===== src/rtl/debug_trace_unit.sv =====
// rtl/debug_trace_unit.sv - run-controlled CPU trace unit dumping PC, register file and data memory as a record stream
module debug_trace_unit #(
    parameter int DATA_W    = 32,
    parameter int NUM_REGS  = 32,
    parameter int MEM_WORDS = 8,
    parameter int CNT_W     = 16
) (
    input  logic                         clk,
    input  logic                         reset,
    input  logic                         start,
    input  logic [CNT_W-1:0]             cycle_limit,
    input  logic                         step_mode,
    input  logic                         halt_req,
    output logic                         cpu_en,
    input  logic [DATA_W-1:0]            pc_in,
    output logic [$clog2(NUM_REGS)-1:0]  rf_addr,
    input  logic [DATA_W-1:0]            rf_data,
    output logic [$clog2(MEM_WORDS)-1:0] mem_addr,
    input  logic [DATA_W-1:0]            mem_data,
    output logic                         out_valid,
    input  logic                         out_ready,
    output logic [DATA_W-1:0]            out_data,
    output logic [1:0]                   out_tag,
    output logic [7:0]                   out_index,
    output logic                         busy,
    output logic                         done,
    output logic [CNT_W-1:0]             cycle_count
);

    localparam int RA_W = $clog2(NUM_REGS);
    localparam int MA_W = $clog2(MEM_WORDS);

    localparam logic [1:0] TAG_PC  = 2'd0;
    localparam logic [1:0] TAG_REG = 2'd1;
    localparam logic [1:0] TAG_MEM = 2'd2;
    localparam logic [1:0] TAG_END = 2'd3;

    localparam logic [7:0] LAST_REG = 8'(NUM_REGS - 1);
    localparam logic [7:0] LAST_MEM = 8'(MEM_WORDS - 1);

    typedef enum logic [1:0] {
        S_IDLE = 2'd0,
        S_RUN  = 2'd1,
        S_DUMP = 2'd2,
        S_DONE = 2'd3
    } state_t;

    state_t             state_q;
    logic [CNT_W-1:0]   cycle_count_q;
    logic [CNT_W-1:0]   limit_q;
    logic               step_q;
    // Set by a halt (in RUN or DUMP) or by reaching the limit: end of dump goes to DONE
    logic               stop_q;

    // Loader pointer: which record is fetched next, and whether any remain
    logic [1:0]         ld_tag_q;
    logic [7:0]         ld_idx_q;
    logic               ld_pend_q;

    logic               out_valid_q;
    logic [DATA_W-1:0]  out_data_q;
    logic [1:0]         out_tag_q;
    logic [7:0]         out_index_q;

    logic [CNT_W-1:0]   cnt_d;
    logic [DATA_W-1:0]  rec_data_d;
    logic               limit_hit;
    logic               load_en;
    logic               end_acc;

    assign cpu_en      = (state_q == S_RUN) && !halt_req;
    assign busy        = (state_q == S_RUN) || (state_q == S_DUMP);
    assign done        = (state_q == S_DONE);
    assign cycle_count = cycle_count_q;
    assign out_valid   = out_valid_q;
    assign out_data    = out_data_q;
    assign out_tag     = out_tag_q;
    assign out_index   = out_index_q;

    // Saturating cycle counter; limit compare done one bit wider so all-ones never wraps into a match
    assign cnt_d     = (&cycle_count_q) ? cycle_count_q : cycle_count_q + 1'b1;
    assign limit_hit = (limit_q != '0) &&
                       (({1'b0, cycle_count_q} + {{CNT_W{1'b0}}, 1'b1}) == {1'b0, limit_q});

    assign load_en = (state_q == S_DUMP) && ld_pend_q && (!out_valid_q || out_ready);
    assign end_acc = (state_q == S_DUMP) && out_valid_q && out_ready && (out_tag_q == TAG_END);

    assign rf_addr  = (ld_tag_q == TAG_REG) ? ld_idx_q[RA_W-1:0] : '0;
    assign mem_addr = (ld_tag_q == TAG_MEM) ? ld_idx_q[MA_W-1:0] : '0;

    // Payload of the record currently addressed by the loader
    always_comb begin
        rec_data_d = '0;
        unique case (ld_tag_q)
            TAG_PC:  rec_data_d = pc_in;
            TAG_REG: rec_data_d = rf_data;
            TAG_MEM: rec_data_d = mem_data;
            default: rec_data_d = DATA_W'(cycle_count_q);
        endcase
    end

    // Control FSM with run counter, dump loader and output record register
    always_ff @(posedge clk) begin
        if (!reset) begin
            state_q       <= S_IDLE;
            cycle_count_q <= '0;
            limit_q       <= '0;
            step_q        <= 1'b0;
            stop_q        <= 1'b0;
            ld_tag_q      <= TAG_PC;
            ld_idx_q      <= '0;
            ld_pend_q     <= 1'b0;
            out_valid_q   <= 1'b0;
            out_data_q    <= '0;
            out_tag_q     <= '0;
            out_index_q   <= '0;
        end else begin
            unique case (state_q)
                S_IDLE, S_DONE: begin
                    if (start) begin
                        state_q       <= S_RUN;
                        cycle_count_q <= '0;
                        limit_q       <= cycle_limit;
                        step_q        <= step_mode;
                        stop_q        <= 1'b0;
                    end
                end
                S_RUN: begin
                    ld_tag_q  <= TAG_PC;
                    ld_idx_q  <= '0;
                    ld_pend_q <= 1'b1;
                    if (halt_req) begin
                        state_q <= S_DUMP;
                        stop_q  <= 1'b1;
                    end else begin
                        cycle_count_q <= cnt_d;
                        if (limit_hit) begin
                            state_q <= S_DUMP;
                            stop_q  <= 1'b1;
                        end else if (step_q) begin
                            state_q <= S_DUMP;
                        end
                    end
                end
                S_DUMP: begin
                    if (halt_req) begin
                        stop_q <= 1'b1;
                    end
                    if (load_en) begin
                        out_valid_q <= 1'b1;
                        out_data_q  <= rec_data_d;
                        out_tag_q   <= ld_tag_q;
                        out_index_q <= ((ld_tag_q == TAG_REG) || (ld_tag_q == TAG_MEM)) ? ld_idx_q : 8'd0;
                        unique case (ld_tag_q)
                            TAG_PC: begin
                                ld_tag_q <= TAG_REG;
                                ld_idx_q <= '0;
                            end
                            TAG_REG: begin
                                if (ld_idx_q == LAST_REG) begin
                                    ld_tag_q <= TAG_MEM;
                                    ld_idx_q <= '0;
                                end else begin
                                    ld_idx_q <= ld_idx_q + 8'd1;
                                end
                            end
                            TAG_MEM: begin
                                if (ld_idx_q == LAST_MEM) begin
                                    ld_tag_q <= TAG_END;
                                    ld_idx_q <= '0;
                                end else begin
                                    ld_idx_q <= ld_idx_q + 8'd1;
                                end
                            end
                            default: ld_pend_q <= 1'b0;
                        endcase
                    end else if (out_ready) begin
                        out_valid_q <= 1'b0;
                    end
                    if (end_acc) begin
                        out_valid_q <= 1'b0;
                        state_q     <= (stop_q || halt_req || !step_q) ? S_DONE : S_RUN;
                    end
                end
                default: state_q <= S_IDLE;
            endcase
        end
    end

endmodule


===== config.mk =====
export PLATFORM = sky130hd
export DESIGN_NAME = debug_trace_unit
export DESIGN_NICKNAME = d
export VERILOG_FILES = /design/src/rtl/debug_trace_unit.sv
export SDC_FILE = /design/constraint.sdc
export NUM_CORES = 1
export LEC_CHECK = 0
export CAP_MARGIN = 0
export CORE_MARGIN = 5
export CORE_UTILIZATION = 45
export DETAILED_ROUTE_END_ITERATION = 8
export GPL_TIMING_DRIVEN = 0
export PLACE_DENSITY = 0.86
export SETUP_SLACK_MARGIN = 0.15
export SLEW_MARGIN = 20
export SYNTH_ARGS = -nofsm -noshare
export SYNTH_HDL_FRONTEND = slang
export SYNTH_SLANG_ARGS = --single-unit

===== constraint.sdc =====
create_clock -name clk -period 3.1 [get_ports clk]
set_clock_uncertainty 0.15 [all_clocks]
set_input_delay 0.31 -clock clk [delete_from_list [all_inputs] [get_ports clk]]
set_output_delay 0.31 -clock clk [all_outputs]
set_load 0.03 [all_outputs]

Word level (Yosys, flattened, before mapping)
Index checks and enable logic that the tools add are counted.
{"block": "classes", "muxes": 36, "n_eq_ne": 21, "n_reduce_logical": 33, "addsub": 3}
{"op": "$pmux W32 S3", "n": 1}
{"op": "$mux W16", "n": 3}
{"op": "$mux W8", "n": 4}
{"op": "$pmux W16 S2", "n": 1}
{"op": "$pmux W8 S3", "n": 1}
{"op": "$mux W2", "n": 9}
{"op": "$add A16 B1 Y17 const B", "n": 1}
{"op": "$eq A17 B16 Y1", "n": 1}
{"op": "$add A16 B1 Y16 const B", "n": 1}
{"op": "$pmux W8 S2", "n": 1}
{"op": "$reduce_and A16 Y1", "n": 1}
{"op": "$reduce_bool A16 Y1", "n": 1}
{"op": "$ne A2 B2 Y1 const B", "n": 7}
{"op": "$pmux W2 S3", "n": 2}
{"op": "$reduce_and A3 Y1", "n": 4}
{"op": "$mux W1", "n": 9}
{"op": "$add A8 B1 Y8 const B", "n": 1}
{"op": "$eq A2 B2 Y1 const B", "n": 4}
{"op": "$eq A8 B3 Y1 const B", "n": 1}
{"op": "$eq A8 B5 Y1 const B", "n": 1}
{"op": "$logic_and A1 B1 Y1", "n": 7}
{"op": "$ne A3 B2 Y1 const B", "n": 2}
{"op": "$reduce_and A2 Y1", "n": 3}
{"op": "$logic_or A1 B1 Y1", "n": 5}
{"op": "17 further kinds", "n": 22}
{"block": "word_totals", "reg_bits": 90, "word_cells": 105, "input_bits": 118, "out_inout_bits": 70}

Logic depth before layout (Yosys ltp)
{"block": "logic_depth", "depth_word": 6, "mapped_depth": 9, "depth_no_buf": 8}

Worst setup path before layout
OpenSTA, ideal clock, no wires.
{"block": "synth_path", "path_type": "reg2reg", "start": "register cycle_count_q[1], in the netlist cycle_count[1]", "end": "register state_q[0]", "stages_incl_launch_ff": 9, "arrival_ps": 2719, "setup_slack_ps": 111, "setup_time_ps": 120, "n_path_buf": 0, "period_less_slack_ps": 2989, "required_time_ps": 2830, "cell_sequence": "dfxtp_1 > ha_1 > nand3_2 > or4_4 > xnor2_1 > nand4_1 > or4_4 > a31o_1 > mux2i_1"}
{"block": "synth_between", "elab_chain_cells": 6, "word_cells_on_any_way": 8, "classes_between": "1 x add/sub; 2 x eq/ne; 3 x mux; 2 x reduce/logical"}
{"item": "start, declared", "line": "49", "source": "logic [CNT_W-1:0] cycle_count_q;"}
{"item": "start signal, assigned", "line": "136", "source": "cycle_count_q <= cnt_d;"}
{"item": "$add A16 B1 Y17 (*)", "line": "83", "source": "(({1'b0, cycle_count_q} + {{CNT_W{1'b0}}, 1'b1}) == {1'b0, limit_q});"}
{"item": "$eq A17 B16 Y1 (*)", "line": "83"}
{"item": "$logic_and A1 B1 Y1 (*)", "line": "82", "source": "assign limit_hit = (limit_q != '0) &&"}
{"item": "$mux W2", "line": "137", "source": "if (limit_hit) begin"}
{"item": "$mux W2", "line": "132", "source": "if (halt_req) begin"}
{"item": "$pmux W2 S3", "line": "118", "source": "unique case (state_q)"}
{"item": "end signal, assigned", "line": "182", "source": "state_q <= (stop_q || halt_req || !step_q) ? S_DONE : S_RUN;"}
{"item": "end, declared", "line": "48", "source": "state_t state_q;"}
Mark *: on every way between the ends. The rest lies on a longest branch, timed or not.
A chain may end at the register's enable or synchronous reset.

Final worst setup path
{"block": "layout_path", "start": "register ld_tag_q[0]", "end": "output mem_addr[2]"}
{"block": "layout_between", "elab_chain_cells": 2}
{"item": "start, declared", "line": "56", "source": "logic [1:0] ld_tag_q;"}
{"item": "start signal, assigned", "line": "110", "source": "ld_tag_q <= TAG_PC;"}
{"item": "start signal, assigned", "line": "129", "source": "ld_tag_q <= TAG_PC;"}
{"item": "start signal, assigned", "line": "156", "source": "ld_tag_q <= TAG_REG;"}
{"item": "$eq A2 B2 Y1", "line": "89", "source": "assign mem_addr = (ld_tag_q == TAG_MEM) ? ld_idx_q[MA_W-1:0] : '0;"}
{"item": "$mux W3", "line": "89"}
{"item": "end, declared", "line": "18", "source": "output logic [$clog2(MEM_WORDS)-1:0] mem_addr,"}
Every way passes these cells.

==> results.txt <==
R2R Path End = state_q[1]
Dpl hpwl = 13,560 microns
Diode count = 0
Final ANT Viol Nets = 0
Peak supply drop = 0.3206 mV
Core area = 0.01127 sq mm
Hold_sp = reset
Hold slack = 209.3 ps
Critical path class = flip-flop to output pin
Levels on crit path = 6
Max incr delay on CP = 670 ps
Yosys cell types = 55
CTS max path bufs = 2
Area contributors post-synth = dfxtp_1 (35%), nand2_1 (6.5%), a222oi_1 (6.3%)
Vias per cell = 5.687
Dpl cells = 971
CTS tree = yes
DRC = 0
I/O pins = 188
Final WL = 17,570 microns
Buffers & Inverters on Critical Path = 4
Setup crit start kind = flip-flop
Slowest stage cell, crit path = clkdlybuf4s50_1
Largest family of logic cells by synthesized area = simple AND/OR/NAND/NOR gates
Worst-path fanout max = 10
Via count = 5,619
WP data arrival = 2420 ps
Sequential area share after synthesis = 35.25%
Power density cells = 465.9 mW/mm^2
Die H = 116.6 microns
Number of global-route vias before repair = 5,189
# Max-Cap Violations = 0
Syn-to-layout area delta = 46.17%
Final non-filler cell total = 988
Cells after Synth = 642
Fin nets = 970
Wirelength per Cell = 17.78 microns
Syn nets = 771
CP required = 2640 ps
FF-to-FF setup slack = 250 ps
Clk Latency, worst-skew pair = 340 ps
Die Wd = 116.6 microns
Port bufs = 186
Hold Buf Count CTS = 0
DRT Pass-1 Iters = 7
Sum Neg Setup Slack = 0 ps
Simple-gate share of the synthesized area = 27.69%
Leakage Power = 2.709 nW
Period utilization = 92.97%
Xor-xnor portion of the synthesized cell area = 4.284%
R2r startpoint = cycle_count[1]
Initial core utilization = 45.34%
Critical path's top delay family = buffers and inverters
H-tree levels = 3
Hold Crit Class = primary input to flip-flop
WHS Endpoint = limit_q[10]
RSZ-0062 raised after global routing = false
Worst-path cell chain = inv_1, ha_1, clkbuf_2, buf_2, and2_1, clkdlybuf4s50_1
Adder-cell share of the synthesized area = 2.693%
Top-count cell post-synth = dfxtp_1
Total power = 0.003481 W
First-pass GRT wire length = 26,160 microns
Yosys reg bits = 90
Post-synth EDFFs = 0
Max Fclk = 347.0 MHz
Final min period = 2882 ps
Synth area leader = dfxtp_1
Slew margin rel. = 51.69%
Worst-margin pin slew = 724.7 ps
Synth top cells by count = dfxtp_1 (90), nand2_1 (89), a21oi_1 (42)
Final Hold Fails = 0
Warnings, synthesis = 0
Row cnt = 39
Primary FF master, synth = dfxtp_1
Inserted Clock Buffers = 9
Status = finished, final reports clean
Clock transition at the registers of the reported paths = 70 ps
DRT iter0 DRCs = 552
Pin count of the biggest net entering global routing = 17
Post-synth top area share = 35.25%
Worst reg2reg path depth = 8
Initial antenna violation count = 0
Setup crit end kind = output pin
Overall Global Routing Usage = 24.48%
Mux contribution to synthesized area = 0.7834%
Hold-critical path depth = 2
Total gr overflow = 0
CTS sink cnt = 90
Fill count = 956
Avg Cell Area, Syn = 7.961 sq um
Fin. max-slew vios = 0
Die area = 0.01359 sq mm
Layout cell share with drive strength beyond 1 = 4.734%
Clk root buf = clkbuf_16
Final setup violating endpoints = 0
Post-synthesis compound-gate area fraction = 24.16%
GPL Wtd Cong = 0.9702
Post-synth ARST share = 0%
Synthesized area = 0.005111 sq mm
Post-route cell area = 0.007471 sq mm
Placed standard-cell area = 0.007153 sq mm
-- per-stage QoR --
stage / utilization, % / worst slack, ps
5_1_grt: 66.28 / 152.9
2_1_floorplan: - / 214.1
3_5_place_dp: 63.46 / 106.1
6_report: 66.28 / 218.0
3_3_place_gp: 63.46 / 83.65
4_1_cts: 66.03 / 171.3
-- per-layer routing --
metal / vias to the layer above / share of wire (%) / track usage, %
met1: 2647 / 43 / 31.71
li1: 2705 / - / -
met3: 24 / 8.9 / 4.767
met2: 243 / 47 / 41.57
met4: 0 / 1.6 / 6.957
met5: - / 0 / 0
-- registers in the layout, indices dropped and copies added, names as in the netlist --
| register | cells |
|---|---|
| out_data | 32 |
| state_q | 2 |
| step_q | 1 |
| stop_q | 1 |
| out_valid | 1 |
| cycle_count | 16 |
| limit_q | 16 |
| ld_tag_q | 2 |
| out_tag | 2 |
| out_index | 8 |
| ld_idx_q | 8 |
| ld_pend_q | 1 |
-- worst max-delay path by stage --
stage / startpoint / to / slack (ps)
after global placement: cycle_count[1] / state_q[1] / 80
after floorplan: cycle_count[0] / state_q[0] / 210
final: ld_tag_q[0] / mem_addr[2] / 220
after global routing: ld_tag_q[0] / mem_addr[2] / 150
after detailed placement: cycle_count[1] / state_q[1] / 110
after CTS: ld_tag_q[1] / rf_addr[2] / 170
-- kinds of logic after synthesis --
group           Yosys count
mux                       4
fa+ha+maj                11
buf+inv                  64
compound gates          174
flops                    90
xor+xnor                 25
simple gates            274
-- repair_timing --
action,CTS,global route
gates resized for setup,5,6
setup endpoints to repair,6,12
pin swaps,0,1
setup buffers,0,2
-- cells in the final DEF (no fill, tap or decap), types with 29 or more instances in the layout --
| cell type | Yosys | layout |
|---|---|---|
| a21oi_1 | 42 | 42 |
| nor2b_1 | 35 | 35 |
| a222oi_1 | 32 | 32 |
| nand2_1 | 89 | 89 |
| nor2_1 | 32 | 32 |
| dfxtp_1 | 90 | 88 |
| clkbuf_1 | 40 | 37 |
| clkdlybuf4s50_1 | 0 | 185 |
| and2_1 | 29 | 29 |
| a21boi_0 | 31 | 31 |
-- area by class of cell --
cell class	instances	area [sq um]	share of cell area, %
Sequential cell	90	1807	24.18
Tap cell	143	178.9	2.395
Buffer	53	225.2	3.015
Clock inverter	6	51.30	0.6867
Multi-Input combinational cell	488	3067	41.05
Inverter	11	41.29	0.5527
Clock buffer	9	225.2	3.015
Timing Repair Buffer	188	1876	25.10
-- power by group --
group	internal (W)	switching (W)	total, W
registers	0.00123	0.0000918	0.00133
clock network	0.000549	0.000476	0.00102
logic	0.000493	0.000636	0.00113
-- worst reg2reg max path: cells and delay by family (launching register included) --
kind | cells | cell delay (ps)
mux | 1 | 120
xor+xnor | 1 | 180
simple gates | 4 | 1410
flops | 1 | 420
fa+ha+maj | 1 | 190
compound gates | 1 | 270
No activity file was read; power rests on OpenSTA's default activity.
